<file path="config.mk">
export PLATFORM = sky130hd
export DESIGN_NAME = crc24_cb_attach_flat
export DESIGN_NICKNAME = d
export VERILOG_FILES = /design/src/rtl/chcoder_pkg.sv /design/src/rtl/crc24_cb_attach_if.sv /design/src/rtl/crc24_serial.sv /design/src/rtl/crc24_cb_attach.sv /design/src/flat_wrapper.sv
export SDC_FILE = /design/constraint.sdc
export NUM_CORES = 1
export LEC_CHECK = 0
export ABC_CLOCK_PERIOD_IN_PS = 6200
export CELL_PAD_IN_SITES_DETAIL_PLACEMENT = 1
export CELL_PAD_IN_SITES_GLOBAL_PLACEMENT = 1
export CORE_ASPECT_RATIO = 1.75
export CORE_MARGIN = 2
export CORE_UTILIZATION = 49
export DETAILED_ROUTE_END_ITERATION = 6
export PLACE_DENSITY = 0.88
export SYNTH_ARGS = -nofsm -noshare
export SYNTH_HDL_FRONTEND = slang
export SYNTH_SLANG_ARGS = --single-unit
</file>
<file path="constraint.sdc">
create_clock -name clk -period 6.2 [get_ports clk]
set_input_delay 1.86 -clock clk [delete_from_list [all_inputs] [get_ports clk]]
set_output_delay 1.86 -clock clk [all_outputs]
set_load 0.01 [all_outputs]
</file>
<file path="src/rtl/chcoder_pkg.sv">
// Shared channel-coder definitions: code-block sizes, CRC-24B polynomial,
// the attach-stage state encoding and the serial CRC step helper.
package chcoder_pkg;

    localparam int          SMALL_K     = 1056;
    localparam int          LARGE_K     = 6144;
    localparam int          CRC_W       = 24;
    localparam int          CNT_W       = 13;
    localparam logic [23:0] CRC24B_POLY = 24'h800063;

    typedef enum logic [2:0] {
        ST_IDLE      = 3'd0,
        ST_ARM       = 3'd1,
        ST_ALIGN     = 3'd2,
        ST_DATA      = 3'd3,
        ST_CRC       = 3'd4,
        ST_WAIT_DONE = 3'd5
    } cb_state_e;

    // One bit-serial step of an MSB-first CRC-24 register
    function automatic logic [23:0] crc24_step(input logic [23:0] crc,
                                               input logic        din,
                                               input logic [23:0] poly);
        logic fb;
        fb = crc[23] ^ din;
        return {crc[22:0], 1'b0} ^ (fb ? poly : 24'd0);
    endfunction

endpackage

</file>
<file path="src/rtl/crc24_cb_attach_if.sv">
// Bit-stream source and interleaver-control bundle seen by the CRC attach stage.
interface crc24_cb_attach_if;

    logic       tb_start;
    logic       tb_blk_size;
    logic [3:0] tb_num_blocks;
    logic       in_bit;
    logic       in_valid;
    logic       in_ready;
    logic       il_done;
    logic       out_bit;
    logic       out_valid;
    logic       crc_start;
    logic       crc_end;
    logic       block_size;
    logic       busy;
    logic       err;

    modport master (
        output tb_start, tb_blk_size, tb_num_blocks, in_bit, in_valid, il_done,
        input  in_ready, out_bit, out_valid, crc_start, crc_end, block_size, busy, err
    );

    modport slave (
        input  tb_start, tb_blk_size, tb_num_blocks, in_bit, in_valid, il_done,
        output in_ready, out_bit, out_valid, crc_start, crc_end, block_size, busy, err
    );

endinterface

</file>
<file path="src/rtl/crc24_serial.sv">
// Bit-serial CRC-24 LFSR with clear, update and shift-out controls.
module crc24_serial
    import chcoder_pkg::*;
#(
    parameter logic [23:0] POLY = CRC24B_POLY
) (
    input  logic        clk,
    input  logic        reset_n,
    input  logic        clr,
    input  logic        en,
    input  logic        shift,
    input  logic        din,
    output logic [23:0] crc
);

    logic [23:0] crc_r;

    // Clear has priority so a block boundary can restart the register mid shift-out
    always_ff @(posedge clk or negedge reset_n) begin
        if (!reset_n) begin
            crc_r <= 24'd0;
        end else if (clr) begin
            crc_r <= 24'd0;
        end else if (en) begin
            crc_r <= crc24_step(crc_r, din, POLY);
        end else if (shift) begin
            crc_r <= {crc_r[22:0], 1'b0};
        end else begin
            crc_r <= crc_r;
        end
    end

    assign crc = crc_r;

endmodule

</file>
<file path="src/rtl/crc24_cb_attach.sv">
// Splits a serial transport block into code blocks, appends CRC-24B to each,
// and sequences the interleaver CRC_start / CRC_END / block_size controls.
module crc24_cb_attach
    import chcoder_pkg::*;
#(
    parameter int          SMALL_K_P  = SMALL_K,
    parameter int          LARGE_K_P  = LARGE_K,
    parameter int          CRC_W_P    = CRC_W,
    parameter logic [23:0] CRC_POLY   = CRC24B_POLY,
    parameter int          CNT_W_P    = CNT_W
) (
    input  logic                 clk,
    input  logic                 reset_n,
    crc24_cb_attach_if.slave     bus
);

    localparam logic [CNT_W_P-1:0] SMALL_LAST = CNT_W_P'(SMALL_K_P - CRC_W_P - 1);
    localparam logic [CNT_W_P-1:0] LARGE_LAST = CNT_W_P'(LARGE_K_P - CRC_W_P - 1);
    localparam logic [CNT_W_P-1:0] CRC_LAST   = CNT_W_P'(CRC_W_P - 1);

    cb_state_e          state_r;
    logic [CNT_W_P-1:0] cnt_r;
    logic [3:0]         blk_left_r;
    logic               crc_start_r;
    logic               crc_end_r;
    logic               block_size_r;
    logic               in_ready_r;
    logic               out_valid_r;
    logic               busy_r;
    logic               err_r;

    logic [CNT_W_P-1:0] data_last_s;
    logic               out_bit_s;
    logic               crc_clr_s;
    logic               crc_en_s;
    logic               crc_shift_s;
    logic [23:0]        crc_s;

    // Last payload-count value for the latched block size
    always_comb begin
        data_last_s = SMALL_LAST;
        if (block_size_r) begin
            data_last_s = LARGE_LAST;
        end else begin
            data_last_s = SMALL_LAST;
        end
    end

    // Output bit and CRC controls; the payload path is combinational because
    // the interleaver expects the bit in the same cycle the stage consumes it
    always_comb begin
        out_bit_s   = 1'b0;
        crc_clr_s   = 1'b0;
        crc_en_s    = 1'b0;
        crc_shift_s = 1'b0;
        case (state_r)
            ST_ALIGN: begin
                crc_clr_s = 1'b1;
            end
            ST_DATA: begin
                out_bit_s = bus.in_valid & bus.in_bit;
                crc_en_s  = 1'b1;
            end
            ST_CRC: begin
                out_bit_s   = crc_s[23];
                crc_shift_s = 1'b1;
                crc_clr_s   = (cnt_r == CRC_LAST) && (blk_left_r > 4'd1);
            end
            default: begin
                out_bit_s = 1'b0;
            end
        endcase
    end

    crc24_serial #(
        .POLY (CRC_POLY)
    ) u_crc (
        .clk     (clk),
        .reset_n (reset_n),
        .clr     (crc_clr_s),
        .en      (crc_en_s),
        .shift   (crc_shift_s),
        .din     (out_bit_s),
        .crc     (crc_s)
    );

    // Block sequencer; control outputs are registered on the transition into each state
    always_ff @(posedge clk or negedge reset_n) begin
        if (!reset_n) begin
            state_r      <= ST_IDLE;
            cnt_r        <= '0;
            blk_left_r   <= 4'd0;
            crc_start_r  <= 1'b0;
            crc_end_r    <= 1'b0;
            block_size_r <= 1'b0;
            in_ready_r   <= 1'b0;
            out_valid_r  <= 1'b0;
            busy_r       <= 1'b0;
        end else begin
            case (state_r)
                ST_IDLE: begin
                    if (bus.tb_start) begin
                        // small blocks have no multi-block interleaver mode
                        blk_left_r   <= (!bus.tb_blk_size || bus.tb_num_blocks == 4'd0)
                                        ? 4'd1 : bus.tb_num_blocks;
                        block_size_r <= bus.tb_blk_size;
                        crc_start_r  <= 1'b1;
                        busy_r       <= 1'b1;
                        state_r      <= ST_ARM;
                    end
                end
                ST_ARM: begin
                    crc_start_r <= 1'b0;
                    cnt_r       <= '0;
                    state_r     <= ST_ALIGN;
                end
                ST_ALIGN: begin
                    cnt_r       <= '0;
                    in_ready_r  <= 1'b1;
                    out_valid_r <= 1'b1;
                    crc_end_r   <= (blk_left_r == 4'd1);
                    state_r     <= ST_DATA;
                end
                ST_DATA: begin
                    if (cnt_r == data_last_s) begin
                        cnt_r      <= '0;
                        in_ready_r <= 1'b0;
                        state_r    <= ST_CRC;
                    end else begin
                        cnt_r <= cnt_r + CNT_W_P'(1);
                    end
                end
                ST_CRC: begin
                    if (cnt_r == CRC_LAST) begin
                        cnt_r <= '0;
                        if (blk_left_r > 4'd1) begin
                            blk_left_r <= blk_left_r - 4'd1;
                            in_ready_r <= 1'b1;
                            crc_end_r  <= (blk_left_r == 4'd2);
                            state_r    <= ST_DATA;
                        end else begin
                            out_valid_r <= 1'b0;
                            state_r     <= ST_WAIT_DONE;
                        end
                    end else begin
                        cnt_r <= cnt_r + CNT_W_P'(1);
                    end
                end
                ST_WAIT_DONE: begin
                    if (bus.il_done) begin
                        crc_end_r    <= 1'b0;
                        block_size_r <= 1'b0;
                        busy_r       <= 1'b0;
                        state_r      <= ST_IDLE;
                    end
                end
                default: begin
                    state_r      <= ST_IDLE;
                    cnt_r        <= '0;
                    blk_left_r   <= 4'd0;
                    crc_start_r  <= 1'b0;
                    crc_end_r    <= 1'b0;
                    block_size_r <= 1'b0;
                    in_ready_r   <= 1'b0;
                    out_valid_r  <= 1'b0;
                    busy_r       <= 1'b0;
                end
            endcase
        end
    end

    // Sticky underrun flag: a missing source bit is replaced by 0 and remembered
    always_ff @(posedge clk or negedge reset_n) begin
        if (!reset_n) begin
            err_r <= 1'b0;
        end else if (state_r == ST_DATA && !bus.in_valid) begin
            err_r <= 1'b1;
        end else begin
            err_r <= err_r;
        end
    end

    assign bus.in_ready   = in_ready_r;
    assign bus.out_bit    = out_bit_s;
    assign bus.out_valid  = out_valid_r;
    assign bus.crc_start  = crc_start_r;
    assign bus.crc_end    = crc_end_r;
    assign bus.block_size = block_size_r;
    assign bus.busy       = busy_r;
    assign bus.err        = err_r;

endmodule

</file>
<file path="src/flat_wrapper.sv">
// flat-port wrapper written by rule: the top's interface ports become plain ports
module crc24_cb_attach_flat import chcoder_pkg::*;
#(
    parameter int          SMALL_K_P  = SMALL_K,
    parameter int          LARGE_K_P  = LARGE_K,
    parameter int          CRC_W_P    = CRC_W,
    parameter logic [23:0] CRC_POLY   = CRC24B_POLY,
    parameter int          CNT_W_P    = CNT_W
)
  (clk, reset_n, bus_tb_start, bus_tb_blk_size, bus_tb_num_blocks, bus_in_bit, bus_in_valid, bus_il_done, bus_in_ready, bus_out_bit, bus_out_valid, bus_crc_start, bus_crc_end, bus_block_size, bus_busy, bus_err);
  crc24_cb_attach_if bus_i ();
  input  logic clk;
  input  logic reset_n;
  input wire logic [$bits(bus_i.tb_start)-1:0] bus_tb_start;
  input wire logic [$bits(bus_i.tb_blk_size)-1:0] bus_tb_blk_size;
  input wire logic [$bits(bus_i.tb_num_blocks)-1:0] bus_tb_num_blocks;
  input wire logic [$bits(bus_i.in_bit)-1:0] bus_in_bit;
  input wire logic [$bits(bus_i.in_valid)-1:0] bus_in_valid;
  input wire logic [$bits(bus_i.il_done)-1:0] bus_il_done;
  output wire logic [$bits(bus_i.in_ready)-1:0] bus_in_ready;
  output wire logic [$bits(bus_i.out_bit)-1:0] bus_out_bit;
  output wire logic [$bits(bus_i.out_valid)-1:0] bus_out_valid;
  output wire logic [$bits(bus_i.crc_start)-1:0] bus_crc_start;
  output wire logic [$bits(bus_i.crc_end)-1:0] bus_crc_end;
  output wire logic [$bits(bus_i.block_size)-1:0] bus_block_size;
  output wire logic [$bits(bus_i.busy)-1:0] bus_busy;
  output wire logic [$bits(bus_i.err)-1:0] bus_err;
  assign bus_i.tb_start = bus_tb_start;
  assign bus_i.tb_blk_size = bus_tb_blk_size;
  assign bus_i.tb_num_blocks = bus_tb_num_blocks;
  assign bus_i.in_bit = bus_in_bit;
  assign bus_i.in_valid = bus_in_valid;
  assign bus_i.il_done = bus_il_done;
  assign bus_in_ready = bus_i.in_ready;
  assign bus_out_bit = bus_i.out_bit;
  assign bus_out_valid = bus_i.out_valid;
  assign bus_crc_start = bus_i.crc_start;
  assign bus_crc_end = bus_i.crc_end;
  assign bus_block_size = bus_i.block_size;
  assign bus_busy = bus_i.busy;
  assign bus_err = bus_i.err;
  crc24_cb_attach #(.SMALL_K_P(SMALL_K_P), .LARGE_K_P(LARGE_K_P), .CRC_W_P(CRC_W_P), .CRC_POLY(CRC_POLY), .CNT_W_P(CNT_W_P)) u_core (.clk(clk), .reset_n(reset_n), .bus(bus_i));
endmodule
</file>
Word-level counts from Yosys, hierarchy flattened

Cells that the tools add are included.

Register bits after elaboration: 51
Output and inout port bits: 8
Logic and storage cells: 99

Add/subtract/negate cells: 2
Order comparisons: 1
Equality and inequality tests: 15
Muxes and demuxes: 39
Bitwise gates (word level): 9
Reduce and logical (&&, ||, !) cells: 22

Operator list:

| kind                                                             | count |
|---|---|
| 24-bit 2-to-1 mux                                                | 4 |
| 13-bit 2-to-1 mux                                                | 3 |
| 13-bit one-hot mux with 3 select lines                           | 1 |
| 24-bit bitwise XOR                                               | 1 |
| 3-bit one-hot mux with 6 select lines                            | 1 |
| 4-bit 2-to-1 mux                                                 | 4 |
| 4-bit AND reduction                                              | 4 |
| 4-bit OR reduction                                               | 4 |
| 3-bit 2-to-1 mux                                                 | 5 |
| 13-bit by 1-bit adder with 13-bit output, second input constant  | 1 |
| 13-bit == test                                                   | 1 |
| 13-bit by 5-bit == test with 1-bit output, second input constant | 1 |
| 1-bit 2-to-1 mux                                                 | 12 |
| 4-bit one-hot mux with 3 select lines                            | 1 |
| 1-bit one-hot mux with 3 select lines                            | 3 |
| 1-bit one-hot mux with 4 select lines                            | 2 |
| 3-bit by 2-bit == test with 1-bit output, second input constant  | 2 |
| 3-bit == test, second input constant                             | 2 |
| 2-bit by 1-bit != test with 1-bit output, second input constant  | 3 |
| 2-bit != test, second input constant                             | 3 |
| 1-bit NOT                                                        | 6 |
| 1-bit one-hot mux with 2 select lines                            | 3 |
| 3-bit AND reduction                                              | 2 |
| 3-bit OR reduction                                               | 2 |
| other kinds (15)                                                 | 17 |

Logic depth before layout (Yosys ltp)

Gate-level depths: netlist of run 1.

Depth after elaboration: 7
Depth in mapped cells: 8

By module

From an unflattened synthesis of run 1, not the netlist that was laid out.

Cells, all modules: 316
Area, all modules: 2810.2 sq um

By module, submodules not included:

| module          | instances | cells an instance | area an instance (sq um) | sequential area each (sq um) |
|---|---|---|---|---|
| crc24_cb_attach | 1         | 202               | 1716.6                   | 675.6 |
| crc24_serial    | 1         | 114               | 1093.5                   | 600.6 |

Worst setup path before layout of run 1

No wires, ideal clock.

Kind: input to output
Start point: in bus_in_valid
End point: out bus_out_bit
Arrival time: 2.201 ns
Required time: 4.340 ns
Setup slack: 2.139 ns
Stages: 2
Buffers on the path: 0
Cells stage by stage: nand2_1 > o21ai_0

Cells in the longest elaborated chain, start to end: 2

RTL lines:

| element                               | line                  | source |
|---|---|---|
| from (decl)                           | flat_wrapper.sv:18    | `input wire logic [$bits(bus_i.in_valid)-1:0] bus_in_valid;` |
| 1-bit AND                             | crc24_cb_attach.sv:61 | `out_bit_s = bus.in_valid & bus.in_bit;` |
| 1-bit one-hot mux with 2 select lines | crc24_cb_attach.sv:56 | `case (state_r)` |
| to (decl)                             | flat_wrapper.sv:21    | `output wire logic [$bits(bus_i.out_bit)-1:0] bus_out_bit;` |

No other way between the ends.

Final worst setup path of run 1

Same ends and word-level chain as after synthesis.

==> results of run 1 <==
==> metrics by stage <==
stage / hold slack [ns] / power, mW / utilization (%)
after global routing: 0.523 / 1.31 / 56.3
after CTS: 0.512 / 1.23 / 56.3
after detailed placement: 0.488 / 0.992 / 54.2
after floorplan: 0.465 / 0.837 / -
final: 0.505 / 1.23 / 56.3
after global placement: 0.467 / 0.979 / 54.2
==> power by group through the flow <==
| stage | combinational [mW] | clock (mW) | sequential, mW |
|---|---|---|---|
| 2_1_floorplan | 0.391 | 0 | 0.446 |
| 6_report | 0.511 | 0.232 | 0.483 |
| 3_5_place_dp | 0.506 | 0 | 0.486 |
| 5_1_grt | 0.570 | 0.249 | 0.494 |
| 3_3_place_gp | 0.494 | 0 | 0.485 |
| 4_1_cts | 0.516 | 0.237 | 0.482 |
==> cells by family (layout without fill, tap and decap cells) <==
logic type | count (synthesis) | in the layout | share of synthesized area [%]
AO/OA/AOI/OAI | 86 | 86 | 24.1
XOR/XNOR | 7 | 7 | 2.34
adder cells (fa/ha/maj) | 4 | 4 | 1.91
buffers and inverters | 20 | 35 | 3.48
flip-flops | 51 | 51 | 48.6
multiplexers | 5 | 5 | 2.34
AND/OR/NAND/NOR | 89 | 89 | 17.2
==> routing by layer <==
metal | track usage (%) | wire (um) | vias to the layer above
met5 | 0 | 0 | -
met4 | 13.3 | 262 | 0
met3 | 4.62 | 127 | 16
met2 | 44.5 | 3680 | 27
met1 | 26.8 | 2550 | 1082
li1 | - | - | 995
==> flip-flops by register name (all words and copies together), names as in the netlist, 3 cells and up <==
| signal | count |
|---|---|
| u_core.cnt_r | 13 |
| u_core.blk_left_r | 4 |
| u_core.u_crc.crc | 24 |
| u_core.state_r | 3 |
==> worst max-delay path, cell delays in order <==
cell	delay, ns
clkdlybuf4s50_1	0.48
nand2_1	0.09
o21ai_0	0.15
clkdlybuf4s50_1	0.57
==> synth_stat cells (2+ instances only) <==
cell       n
a21oi_1    8
clkbuf_1   9
xnor2_1    5
and2_1     2
nand4_1    4
dfrtp_1   51
ha_1       4
o221ai_1   2
and3_1     2
nor2b_1    3
a22oi_1    2
mux2_4     2
buf_6      2
o21ai_0   23
nor3_1     8
o22ai_1    4
o31ai_1    3
o31a_1     3
a22o_1    23
o211ai_1   3
nor2_1    21
or2_2      4
xor2_1     2
mux2i_1    2
nand2_1   26
o21bai_1   3
o32ai_1    3
inv_1      7
nand3_1    7
==> area by class of cell <==
type	count	area share, %
inverters	7	0.896
well taps	55	2.35
multi-input cells	191	42.9
repair buffers	21	6.74
clock inverters	2	1.28
flip-flops and latches	51	43.5
clock buffers	5	2.35
==> placed cells by master (no fill, tap or decap), types with 4 or more instances in the layout <==
master / n
dfrtp_1: 51
nand2_1: 26
o21ai_0: 23
a22o_1: 23
nor2_1: 21
clkdlybuf4s50_1: 17
nor3_1: 8
a21oi_1: 8
inv_1: 7
nand3_1: 7
xnor2_1: 5
clkbuf_8: 5
or2_2: 4
o22ai_1: 4
nand4_1: 4
ha_1: 4
==> how the worst max path moves through the flow <==
stage / from / end / slack, ns / depth (start not counted)
after floorplan: bus_in_valid / bus_out_bit / 2.14 / 2
after global placement: bus_in_valid / bus_out_bit / 1.23 / 4
after detailed placement: bus_in_valid / bus_out_bit / 1.20 / 4
after CTS: bus_in_valid / bus_out_bit / 1.20 / 4
after global routing: bus_in_valid / bus_out_bit / 1.17 / 4
final: bus_in_valid / bus_out_bit / 1.20 / 4
==> run_results.csv, run 1 <==
group,metric,value,unit
timing,finClkSkew,0.00821,ns
route,viasPerCell,6.39,
cells_and_area,area_growth,11.7,%
placed_design,place_congestion,0.817,
pwr,p_leak,1.25,nW
critical_path,arrival,3.14,ns
min_path,hold_start,"u_core.bus.err$_DFFE_PN0P_",
timing,setup_slack,1.20,ns
synth,synth.avg_cell_area,10.0,um^2
cells_and_area,drive_above_1_share,9.03,%
floorplanning,die-area,5980,um^2
critical_path,start_kind,"primary input",
global_routing,overflow,0,
timing,slew_headroom,38.9,%
timing,post-route-period-util,80.7,%
synth,yosysUniqueCellTypes,53,
pwr,p_clk_share,18.9,%
pwr,intPower,0.713,mW
critical_path,crit_required,4.34,ns
clock_tree,cts_sinks,51,
critical_path,reg2reg_slack,3.76,ns
floorplanning,core_area,5210,um^2
route,drt_wl_total,6620,um
cells_and_area,finalInstanceArea,2930,um^2
clock_tree,cts_resized,0,
synth,syn_inst,262,
global_routing,track_usage,25.0,%
pwr,p_sw_share,41.8,%
synth,synth_edf_count,0,
route,avgRoutedWirePerCell,19.9,um
global_routing,grt_pass1_wl,11200,um
placed_design,portBuffers,18,
min_path,hold-path-endpoint,"u_core.bus.err$_DFFE_PN0P_",
synth,async_reset_ff_share,100,%
clock_tree,cts_inserted_buffers,5,
timing,rsz0062_at_grt,"no",
pwr,ir_worst_vdd,0.234,mV
placed_design,dp_hpwl,4590,um
timing,finalSetupViolations,0,
cells_and_area,register_area,1280,um^2
pwr,p_comb_share,41.7,%
cells_and_area,finalNonFillerCells,332,
cells_and_area,multi_input_area,1260,um^2
critical_path,setup.worst_path.end_class,"output pin",
cells_and_area,n_fill_cell,584,
global_routing,grt_antenna_before_repair,0,
synth,synth_nets,277,
timing,fmax,200,MHz
synth,synth_top_flop_cell,"dfrtp_1",
route,ant_nets,0,
clock_tree,clkTransAtPathRegs,0.09,ns
min_path,hp-class,"reg2reg",
critical_path,r2r_start,"u_core.cnt_r[0]$_DFFE_PN0N_",
timing,worst_pin_slew,0.912,ns
route,drc_errors,0,
placed_design,place_area,2830,um^2
route,drt_iter0_drc,79,
synth,synth_warnings,0,
timing,hold_viol,0,
placed_design,preCtsSetupSlack,1.20,ns
min_path,holdPathStages,1,
synth,ys_ff_latch,51,
critical_path,ff2ff_path_depth,7,
status,status,"complete, no violations",
synth,yosys.area.top_type_share,48.6,%
synth,yosysTopAreaCell,"dfrtp_1",
run,cap_violations,0,
timing,slew_viol_final,0,
floorplanning,die_x,59.3,um
global_routing,grt_max_degree,52,
route,drt_pre_antenna_iters,4,
pwr,seq_power_share,39.4,%
placed_design,place_inst,325,
critical_path,r2r_end,"u_core.cnt_r[5]$_DFFE_PN0N_",
clock_tree,htreeDepth,2,
pwr,power_density,418,nW/um^2
floorplanning,io_pins,19,
synth,synth_area,2630,um^2
clock_tree,hold_buffers,0,
synth,synth.area.top_cells,"dfrtp_1, a22o_1, o21ai_0",
floorplanning,die_y,101,um
cells_and_area,nets,292,
critical_path,criticalPathCategory,"in2out",
route,vias,2120,
timing,setup_tns,0,ns
floorplanning,initial_core_util,50.4,%
critical_path,crit_path_max_fanout,2,
floorplanning,rows,35,
global_routing,grt_pass1_vias,2252,
timing,min_period,5.00,ns
clock_tree,tritoncts,"built",
clock_tree,clock-root-buffer,"clkbuf_8",
clock_tree,clk_path_buf_depth,2,
cells_and_area,diodes,0,
synth,ys_seq_area_share,48.6,%
pwr,switchingPower,0.512,mW
clock_tree,post_cts_buffers,0,
clock_tree,clock_latency,0.31,ns
Power figures use the tool's default switching activity.
==> run 2: changes to the inputs <==
Settings changed: ABC_CLOCK_PERIOD_IN_PS 6200 to 4100, CORE_UTILIZATION 49 to 41, PLACE_DENSITY 0.88 to 0.79.
Clock period 6.2 ns to 4.1 ns, I/O delays scaled along.
==> run 2 against run 1 <==
Sequential share of layout area down 0.40 points. Design area up 0.94%. Global-route usage shrank 4.6 points. Non-clock buffer count rose by 1. Power grew 48%. Combinational power rose by 53%. Cell count is 8.1% higher. Sequential power grew 48%. Count of clock-buffer cells in the layout is the same. Worst hold slack gained 0.0085 ns. Critical endpoint unchanged. Largest power group unchanged.
==> run_results.csv, run 2 (synthesis results as in run 1) <==
group,metric,value,unit
cells_and_area,drive_above_1_share,9.68,%
cells_and_area,area_growth,12.8,%
route,avgRoutedWirePerCell,18.1,um
cells_and_area,finalInstanceArea,2960,um^2
critical_path,crit_required,2.87,ns
cells_and_area,final_cell_mix,"dfrtp_1, nand2_1, o21ai_0, a22o_1, nor2_1",
placed_design,place_congestion,0.815,
critical_path,crit_path_max_fanout,2,
critical_path,setup.worst_path.end_class,"output pin",
route,vias,2120,
route,viasPerCell,5.91,
timing,post-route-period-util,90.9,%
global_routing,grt_pass1_vias,2239,
timing,finClkSkew,0.0147,ns
floorplanning,rows,38,
global_routing,grt_antenna_before_repair,0,
cells_and_area,final_common_cell,"dfrtp_1",
cells_and_area,largest_reg_flops,24,
floorplanning,die_y,110,um
floorplanning,die-area,7080,um^2
cells_and_area,nets,293,
timing,fmax,268,MHz
clock_tree,clkTransAtPathRegs,0.10,ns
timing,setup_tns,0,ns
pwr,p_sw_share,43.2,%
placed_design,portBuffers,18,
timing,rsz0062_at_grt,"no",
critical_path,criticalPathCategory,"in2out",
critical_path,start_kind,"primary input",
clock_tree,clock_latency,0.32,ns
pwr,p_leak,1.26,nW
critical_path,reg2reg_slack,1.64,ns
timing,slew_viol_final,0,
pwr,switchingPower,0.784,mW
timing,min_period,3.73,ns
floorplanning,initial_core_util,42.5,%
pwr,seq_power_share,39.5,%
clock_tree,htreeDepth,2,
pwr,p_comb_share,43.2,%
clock_tree,hold_buffers,0,
pwr,ir_worst_vdd,0.402,mV
route,ant_nets,0,
clock_tree,cts_resized,0,
route,drt_wl_total,6500,um
run,cap_violations,0,
route,drt_iter0_drc,111,
pwr,intPower,1.03,mW
timing,worst_pin_slew,0.941,ns
critical_path,cpMostUsedCell,"clkdlybuf4s50_1",
timing,hold_viol,0,
route,drc_errors,0,
clock_tree,clk_path_buf_depth,2,
placed_design,place_area,2870,um^2
critical_path,arrival,2.50,ns
critical_path,cpPeakStageDelay,0.55,ns
timing,slew_headroom,37.0,%
clock_tree,clock-root-buffer,"clkbuf_8",
global_routing,grt_max_degree,36,
floorplanning,core_area,6180,um^2
clock_tree,post_cts_buffers,0,
floorplanning,io_pins,19,
clock_tree,cts_inserted_buffers,5,
critical_path,critPathTopFamily,"buffers and inverters",
route,drt_pre_antenna_iters,4,
critical_path,path_cells,"clkdlybuf4s50_1 > nand2_1 > o21ai_0 > clkdlybuf4s50_1",
clock_tree,tritoncts,"built",
placed_design,dp_hpwl,4510,um
pwr,power_density,613,nW/um^2
cells_and_area,diodes,0,
clock_tree,cts_sinks,51,
pwr,p_clk_share,17.3,%
global_routing,grt_pass1_wl,11400,um
timing,finalSetupViolations,0,
global_routing,track_usage,20.4,%
global_routing,overflow,0,
critical_path,crit_path_top_delay_cell,"clkdlybuf4s50_1",
min_path,hp-class,"reg2reg",
floorplanning,die_x,64.5,um
status,status,"complete, no violations",
critical_path,critPathBufInv,2,
## run 2: area by class of cell
class | count | area, um^2
Tap cell | 80 | 100
Sequential cell | 51 | 1280
Timing Repair Buffer | 22 | 205
Fill cell | 712 | 3220
Clock buffer | 5 | 68.8
Multi-Input combinational cell | 191 | 1260
Inverter | 7 | 26.3
Clock inverter | 3 | 26.3
## run 2: per-layer routing
metal,global-route usage [%],wire [um],up-vias
met5,0,0,-
li1,-,-,996
met3,2.56,117,9
met2,36.7,3420,26
met4,7.14,115,0
met1,25.0,2840,1089
## run 2: through the flow
step,worst slack (ns),instances,hold slack (ns),utilization [%],total power [mW]
after floorplan,1.30,262,0.465,-,1.27
after global placement,0.387,351,0.480,46.4,1.48
after detailed placement,0.368,351,0.485,46.4,1.51
after CTS,0.361,359,0.516,47.9,1.83
after global routing,0.298,359,0.541,47.9,1.95
final,0.372,359,0.514,47.9,1.81
## run 2: power groups by stage
stage / logic [mW] / clock network (mW) / registers (mW)
after floorplan: 0.591 / 0 / 0.675
after global placement: 0.760 / 0 / 0.717
after detailed placement: 0.780 / 0 / 0.726
after CTS: 0.785 / 0.329 / 0.716
after global routing: 0.870 / 0.344 / 0.734
final: 0.784 / 0.314 / 0.717
## run 2: worst paths after layout
kind,startpoint,to,cells past startpoint
worst max-delay path,bus_in_valid,bus_out_bit,4
worst min-delay path,u_core.u_crc.crc[13]$_DFFE_PN0P_,u_core.u_crc.crc[13]$_DFFE_PN0P_,1
worst max register to register,u_core.cnt_r[5]$_DFFE_PN0N_,u_core.cnt_r[5]$_DFFE_PN0N_,6
worst min register to register,u_core.u_crc.crc[13]$_DFFE_PN0P_,u_core.u_crc.crc[13]$_DFFE_PN0P_,1
max in group asynchronous,reset_n,u_core.u_crc.crc[20]$_DFFE_PN0P_,2
min in group asynchronous,reset_n,u_core.state_r[0]$_DFFE_PN0P_,1
==> run 3: changes to the inputs <==
Settings changed: ABC_CLOCK_PERIOD_IN_PS 4100 to 3650, CORE_UTILIZATION 41 to 46, PLACE_DENSITY 0.79 to not set, PLACE_DENSITY_LB_ADDON set to 0.1.
Clock period 4.1 ns to 3.65 ns, I/O delays scaled along.
==> run 3 against run 2 <==
Clock skew decreased by 0.0075 ns. Worst hold slack got worse by 0.0057 ns. Utilization increased by 5.8 points. Register-to-register slack worse by 0.72 ns. Wire length shrank 1.5%. Non-clock buffer count increased by 3. Die area down 10%. Count of clock-buffer cells in the layout is the same. Cell count is 0.28% lower. Global-route usage up 1.6 points. Power is 12% higher. Flip-flop and latch count is the same. Critical endpoint unchanged. Highest routed layer unchanged.
==> run_results.csv, run 3 (synthesis results as in run 1) <==
group,metric,value,unit
clock_tree,post_cts_buffers,0,
pwr,ir_worst_vdd,0.382,mV
route,drt_wl_total,6400,um
critical_path,crit_required,2.55,ns
timing,holdWs,0.508,ns
route,avgRoutedWirePerCell,17.9,um
placed_design,dp_hpwl,4520,um
timing,slew_viol_final,0,
cells_and_area,largest_reg_flops,24,
timing,setup_tns,0,ns
route,vias,2132,
placed_design,place_congestion,0.787,
global_routing,grt_max_degree,31,
timing,slew_headroom,35.4,%
global_routing,overflow,0,
clock_tree,cts_resized,0,
timing,worst_pin_slew,0.965,ns
critical_path,cpPeakStageDelay,0.56,ns
clock_tree,clkTransAtPathRegs,0.10,ns
critical_path,crit_path_max_fanout,2,
timing,finalSetupViolations,0,
cells_and_area,area_growth,13.3,%
global_routing,grt_pass1_vias,2178,
critical_path,criticalPathCategory,"in2out",
critical_path,path_cells,"clkdlybuf4s50_1 > nand2_1 > o21ai_0 > clkdlybuf4s50_1",
timing,post-route-period-util,94.8,%
global_routing,grt_pass1_wl,10800,um
route,ant_nets,0,
cells_and_area,final_common_cell,"dfrtp_1",
global_routing,gr-usage-met1,30.9,%
critical_path,critPathBufInv,2,
timing,min_period,3.46,ns
floorplanning,initial_core_util,47.4,%
critical_path,start_kind,"primary input",
floorplanning,core_area,5540,um^2
timing,rsz0062_at_grt,"no",
timing,fmax,289,MHz
floorplanning,die-area,6350,um^2
clock_tree,htreeDepth,2,
global_routing,track_usage,22.1,%
global_routing,grt_antenna_before_repair,0,
cells_and_area,nets,296,
critical_path,crit_path_top_delay_cell,"clkdlybuf4s50_1",
critical_path,r2r_start,"u_core.state_r[1]$_DFFE_PN0P_",
cells_and_area,final_util,53.7,%
timing,finClkSkew,0.00719,ns
critical_path,critPathTopFamily,"buffers and inverters",
cells_and_area,drive_above_1_share,10.6,%
critical_path,arrival,2.36,ns
clock_tree,hold_buffers,0,
min_path,hold-path-endpoint,"u_core.bus.crc_end$_DFFE_PN0P_",
clock_tree,tritoncts,"built",
cells_and_area,diodes,0,
pwr,power_density,682,nW/um^2
route,viasPerCell,5.96,
critical_path,reg2reg_slack,0.92,ns
min_path,hold_start,"u_core.bus.crc_end$_DFFE_PN0P_",
clock_tree,clock-root-buffer,"clkbuf_8",
critical_path,r2r_end,"u_core.cnt_r[9]$_DFFE_PN0N_",
cells_and_area,finalNonFillerCells,358,
global_routing,grt_busiest_layer,"met2",
cells_and_area,final_cell_mix,"dfrtp_1, nand2_1, o21ai_0, a22o_1, nor2_1",
floorplanning,die_x,61.1,um
clock_tree,cts_inserted_buffers,5,
clock_tree,clock_latency,0.31,ns
global_routing,met2_usage,34.7,%
min_path,holdPathStages,1,
placed_design,place_inst,350,
route,drt_iter0_drc,65,
critical_path,ff2ff_path_depth,6,
timing,hold_viol,0,
min_path,hp-class,"reg2reg",
global_routing,met3_usage,2.99,%
critical_path,cpMostUsedCell,"clkdlybuf4s50_1",
pwr,p_total,2.03,mW
run,cap_violations,0,
floorplanning,rows,36,
status,status,"complete, no violations",
clock_tree,clk_path_buf_depth,2,
floorplanning,die_y,104,um
pwr,p_leak,1.26,nW
clock_tree,cts_sinks,51,
route,drt_pre_antenna_iters,4,
placed_design,portBuffers,18,
critical_path,setup.worst_path.end_class,"output pin",
floorplanning,io_pins,19,
route,drc_errors,0,
==> run 3: worst max path at each step <==
stage	depth (start not counted)	startpoint	slack [ns]	endpoint
floorplan	2	bus_in_valid	1.12	bus_out_bit
global placement	4	bus_in_valid	0.21	bus_out_bit
detailed placement	4	bus_in_valid	0.18	bus_out_bit
CTS	4	bus_in_valid	0.18	bus_out_bit
global route	4	bus_in_valid	0.1	bus_out_bit
finish	4	bus_in_valid	0.19	bus_out_bit
==> run 3: metal layers <==
metal | up-vias | routed length, um
met5 | - | 0
met3 | 9 | 119
met1 | 1096 | 2830
met4 | 0 | 114
met2 | 22 | 3330
li1 | 1005 | -
==> run 3: per-stage QoR <==
stage,setup slack (ns),instance area (um^2)
5_1_grt,0.0999,2980
3_3_place_gp,0.208,2880
6_report,0.190,2980
4_1_cts,0.179,2980
3_5_place_dp,0.177,2880
2_1_floorplan,1.12,2630
==> run 3: area by class of cell <==
class	count	area (um^2)
Clock buffer	5	68.8
Clock inverter	3	23.8
Fill cell	630	2560
Inverter	7	26.3
Multi-Input combinational cell	191	1260
Sequential cell	51	1280
Tap cell	76	95.1
Timing Repair Buffer	25	228
==> run 3: report_power, final <==
part	internal (mW)	switching, mW	leakage (nW)	total, mW
Sequential	0.672	0.0975	0.684	0.769
Combinational	0.357	0.566	0.537	0.924
Clock	0.137	0.200	0.0408	0.338
Total	1.17	0.864	1.26	2.03
